## src/rtl/vram_pkg.sv

```systemverilog
// Shared types and constants for the text-mode VRAM arbiter.
// Holds the CPU FSM states, the fixed access latencies and the 80x25 screen geometry.
package vram_pkg;

  typedef enum logic [1:0] {
    C_IDLE,
    C_ISSUE,
    C_WAIT,
    C_DONE
  } cpu_state_t;

  localparam int VID_LATENCY    = 3;
  localparam int CPU_WR_LATENCY = 2;
  localparam int CPU_RD_LATENCY = 3;

  localparam int TEXT_COLS  = 80;
  localparam int TEXT_ROWS  = 25;
  localparam int TEXT_BYTES = TEXT_COLS * TEXT_ROWS * 2;

  localparam int STARVE_W = 8;

  function automatic logic [STARVE_W-1:0] sat_inc(input logic [STARVE_W-1:0] value);
    return (&value) ? value : value + STARVE_W'(1);
  endfunction

endpackage

```

## src/rtl/vram_arbiter.sv

```systemverilog
// Shares the single-port text VRAM between the CGA scanout fetcher and the CPU port.
// Scanout always wins a slot; the CPU is served in free cycles through a req/ack handshake.
module vram_arbiter
  import vram_pkg::*;
#(
  parameter int ADDR_W       = 12,
  parameter int DATA_W       = 8,
  parameter int STARVE_LIMIT = 200
) (
  input  logic              clock_25,
  input  logic              reset,
  input  logic              vid_req,
  input  logic [ADDR_W-1:0] vid_addr,
  output logic [DATA_W-1:0] vid_data,
  output logic              vid_valid,
  input  logic              cpu_req,
  input  logic              cpu_we,
  input  logic [ADDR_W-1:0] cpu_addr,
  input  logic [DATA_W-1:0] cpu_wdata,
  output logic [DATA_W-1:0] cpu_rdata,
  output logic              cpu_ack,
  output logic              cpu_starve,
  output logic [ADDR_W-1:0] mem_addr,
  output logic              mem_we,
  output logic [DATA_W-1:0] mem_wdata,
  input  logic [DATA_W-1:0] mem_rdata
);

  cpu_state_t             cpu_state;
  logic                   cpu_we_q;
  logic [STARVE_W-1:0]    starve_cnt;
  logic [VID_LATENCY-2:0] vid_pipe;
  logic                   cpu_grant;
  logic                   cpu_denied;

  assign cpu_grant  = !vid_req && cpu_req && (cpu_state == C_IDLE);
  assign cpu_denied =  vid_req && cpu_req && (cpu_state == C_IDLE);

  // RAM port: video takes the slot whenever it asks, otherwise an idle CPU request
  always_ff @(posedge clock_25) begin
    if (reset) begin
      mem_addr  <= '0;
      mem_we    <= 1'b0;
      mem_wdata <= '0;
    end else begin
      mem_we <= 1'b0;
      if (vid_req) begin
        mem_addr <= vid_addr;
      end else if (cpu_grant) begin
        mem_addr  <= cpu_addr;
        mem_we    <= cpu_we;
        mem_wdata <= cpu_wdata;
      end
    end
  end

  // Video return path: fixed depth, independent of anything the CPU does
  always_ff @(posedge clock_25) begin
    if (reset) begin
      vid_pipe  <= '0;
      vid_valid <= 1'b0;
      vid_data  <= '0;
    end else begin
      vid_pipe  <= {vid_pipe[VID_LATENCY-3:0], vid_req};
      vid_valid <= vid_pipe[VID_LATENCY-2];
      if (vid_pipe[VID_LATENCY-2]) begin
        vid_data <= mem_rdata;
      end
    end
  end

  // CPU handshake; C_DONE waits for req to fall so one request never runs twice
  always_ff @(posedge clock_25) begin
    if (reset) begin
      cpu_state <= C_IDLE;
      cpu_we_q  <= 1'b0;
      cpu_ack   <= 1'b0;
      cpu_rdata <= '0;
    end else begin
      cpu_ack <= 1'b0;
      case (cpu_state)
        C_IDLE: begin
          if (cpu_grant) begin
            cpu_state <= C_ISSUE;
            cpu_we_q  <= cpu_we;
          end
        end
        C_ISSUE: begin
          cpu_state <= C_WAIT;
          if (cpu_we_q) begin
            cpu_ack <= 1'b1;
          end
        end
        C_WAIT: begin
          cpu_state <= C_DONE;
          if (!cpu_we_q) begin
            cpu_rdata <= mem_rdata;
            cpu_ack   <= 1'b1;
          end
        end
        C_DONE: begin
          if (!cpu_req) begin
            cpu_state <= C_IDLE;
          end
        end
        default: cpu_state <= C_IDLE;
      endcase
    end
  end

  // Counts slots the CPU lost to video; the flag is sticky until reset
  always_ff @(posedge clock_25) begin
    if (reset) begin
      starve_cnt <= '0;
      cpu_starve <= 1'b0;
    end else begin
      if (cpu_grant) begin
        starve_cnt <= '0;
      end else if (cpu_denied) begin
        starve_cnt <= sat_inc(starve_cnt);
      end
      if (int'(starve_cnt) == STARVE_LIMIT) begin
        cpu_starve <= 1'b1;
      end
    end
  end

endmodule

```

## config.mk

```make
export PLATFORM = sky130hd
export DESIGN_NAME = vram_arbiter
export DESIGN_NICKNAME = d
export VERILOG_FILES = /design/src/rtl/vram_pkg.sv /design/src/rtl/vram_arbiter.sv
export SDC_FILE = /design/constraint.sdc
export NUM_CORES = 1
export LEC_CHECK = 0
export ABC_CLOCK_PERIOD_IN_PS = 3000
export BUFFER_PORTS_ARGS = -buffer_cell sky130_fd_sc_hd__buf_2
export CAP_MARGIN = 20
export CORE_MARGIN = 4
export CORE_UTILIZATION = 25
export DETAILED_ROUTE_END_ITERATION = 6
export PLACE_DENSITY = 0.49
export RECOVER_POWER = 100
export SLEW_MARGIN = 20
export SYNTH_ARGS = -nofsm -noshare
export SYNTH_HDL_FRONTEND = slang
export SYNTH_SLANG_ARGS = --single-unit
```

## constraint.sdc

```tcl
create_clock -name clock_25 -period 3 [get_ports clock_25]
set_input_delay 0.3 -clock clock_25 [delete_from_list [all_inputs] [get_ports clock_25]]
set_output_delay 0.3 -clock clock_25 [all_outputs]
set_load 0.05 [all_outputs]
```

==> flow_summary.toml <==
[critical_path]
cp-start-kind = "register"
required_ps = 3250
reg2reg_slack_ps = 1020
cp-end-kind = "register"
crit_type = "register to register"
crit_arrival_ps = 2220
crit_fanout = 9

[yosys]
ys_ff_latch = 53
synth.net_count = 276
synth_cells = 224
synth_top_cell_by_area = "dfxtp_1"
postSynth.asyncResetShare = 0
ys_seq_area_frac = 0.478
yosys-top-cells-area = "dfxtp_1 48%, mux2i_1 10%, nor2_1 5.6%"
synth_edf_count = 0
synth_ff_type = "dfxtp_1"
syn_avg_cell_area_um2 = 9.90
syn_area_um2 = 2220
yosysWarnings = 0
synth.distinct_cells = 38
synth_top_area_frac = 0.478

[timing]
hold_viol_final = 0
fin_crit_sh = 0.659
finalSetupTns_ps = 0
tightest_slew_ps = 985
fmax_mhz = 506
setup_violations = 0
fin_worst_skew_ps = 6.33
rsz0062_at_grt = "false"
timing.slew.headroom = 0.338
timing.final.max_slew_violations = 0
post-route-min-period_ps = 1980

[global_route]
grt_pass1_vias = 1735
grtUsageMet3 = 0.0341
grt.busiest_layer = "met2"
grt_max_degree = 25
gr-usage-met1 = 0.118
met2_usage = 0.157
globalRoute.totalOverflow = 0
grt_usage = 0.0946
grt_pass1_wl_um = 7880
antenna_found_initial = 1

[routing]
final_antenna_net_count = 0
first_iter_violations = 41
drtPass1Iterations = 4
drt-total-wl_um = 4960
wire_per_inst_um = 12.0
drc = 0
num_vias = 1794
viasPerCell = 4.34

[power]
p_leak_nw = 1.10
vdd_drop_max_mv = 0.200
power_density_nw_per_um2 = 706

[place]
place_congestion = 0.726
placed_area_um2 = 2710
io_buffers = 84
hpwl_um = 3630
placed_cells_incl_taps = 405

[layout]
final_cells = 413
layout.nets = 356
finalInstanceArea_um2 = 2690
layout-drive-gt1-share = 0.187
fillCellCount = 963
antenna_cells = 0
area_growth_pct = 21.4

[floorplan]
num_io_pins = 85
core_um2 = 8680
start_util = 0.256
die-width_um = 102
dieArea_um2 = 10400
row_count = 34
die_y_um = 102

[clock_tree]
cts_buffers = 5
cts_root_buffer = "clkbuf_8"
clock-sinks = 53
post_cts_buffers = 0
clockBufferDepth = 2
clk_latency_ps = 300
path_clk_slew_ps = 100
tritoncts = "built"
cts_hold_buf = 0
h-tree-depth = 2
cts_resized = 0

[job]
cap_violations = 0

[hold_path]
min_path_type = "primary input to register"

[status]
status = "completed"
cells by family after synthesis:
family,after synthesis,synth area share
AOI/OAI and AO/OA,39,0.145
xor gates and xnor gates,3,0.0118
adders and majority gates,7,0.0395
buffers and inverters,18,0.0462
DFF,53,0.478
muxes,23,0.104
and+or+nand+nor,81,0.175
layout make-up:
cell class | count | area, um^2 | area share
multi-input combinational | 153 | 1000 | 0.372
clock buffer | 6 | 82.6 | 0.0307
timing repair buffer | 86 | 380 | 0.141
clock inverter | 2 | 13.8 | 0.00511
sequential | 53 | 1060 | 0.394
tap | 108 | 135 | 0.0502
inverter | 5 | 18.8 | 0.00697
registers in the layout (all words and copies together) (netlist names), 2 cells and up:
register    flops
cpu_rdata       8
cpu_state       2
mem_addr       12
mem_wdata       8
starve_cnt      8
vid_data        8
vid_pipe        2
synth_stat cells, types with 2 or more instances:
cell type / number
nor2_1: 33
nand3_1: 2
nor3_1: 4
o211ai_1: 2
a211oi_2: 8
a21oi_1: 10
nand2_1: 21
nand3_2: 2
buf_2: 4
inv_1: 5
mux2i_1: 23
and3_1: 3
a211oi_1: 6
ha_1: 7
buf_4: 2
nand2b_1: 3
nor2b_1: 4
a22o_1: 8
buf_1: 3
buf_6: 3
xor2_1: 2
dfxtp_1: 53
layer usage:
| metal | up-vias | share of wire | wire length [um] |
|---|---|---|---|
| met5 | - | 0.0014 | 7 |
| met3 | 6 | 0.088 | 439 |
| met1 | 799 | 0.44 | 2180 |
| li1 | 932 | - | - |
| met2 | 55 | 0.46 | 2290 |
| met4 | 2 | 0.0075 | 37 |
report_power, final:
group          internal, mW  leakage [nW]  switching [mW]
sequential            0.793         0.433          0.0539
combinational         0.169         0.616           0.468
clock                 0.188        0.0512           0.232
final timing paths:
check                     from  cells after the start           end
setup / recovery  cpu_state[0]                      6      cpu_we_q
hold / removal    cpu_wdata[2]                      2  mem_wdata[2]
setup reg to reg  cpu_state[0]                      6      cpu_we_q
hold reg to reg    vid_pipe[0]                      1   vid_pipe[1]
cell usage in the layout (no fill, tap or decap), drive strengths merged, types with 3 or more instances in the layout:
cell type	count
nand2b	3
a22o	8
nand2	22
mux2i	23
dfxtp	53
a21oi	10
a211oi	14
inv	5
buf	44
nor3	5
ha	7
and3	3
nand3	4
nor2b	4
nor2	34
clkbuf	48
stage by stage:
step / util / hold slack, ps / setup WS, ps / power (mW)
floorplan: - / 414 / 1600 / 1.41
global placement: 0.312 / 429 / 1360 / 1.54
detailed placement: 0.312 / 426 / 1320 / 1.55
CTS: 0.323 / 182 / 1340 / 1.99
global route: 0.310 / 190 / 764 / 2.03
finish: 0.310 / 201 / 1020 / 1.90
worst max-delay path, cell delays in order, from the launching register on:
cell and delay [ps]:
dfxtp_1 350, inv_1 120, ha_1 240, nand2_1 110, nor3_1 760, and2_0 250
a21o_1 90
Power figures use the tool's default switching activity.
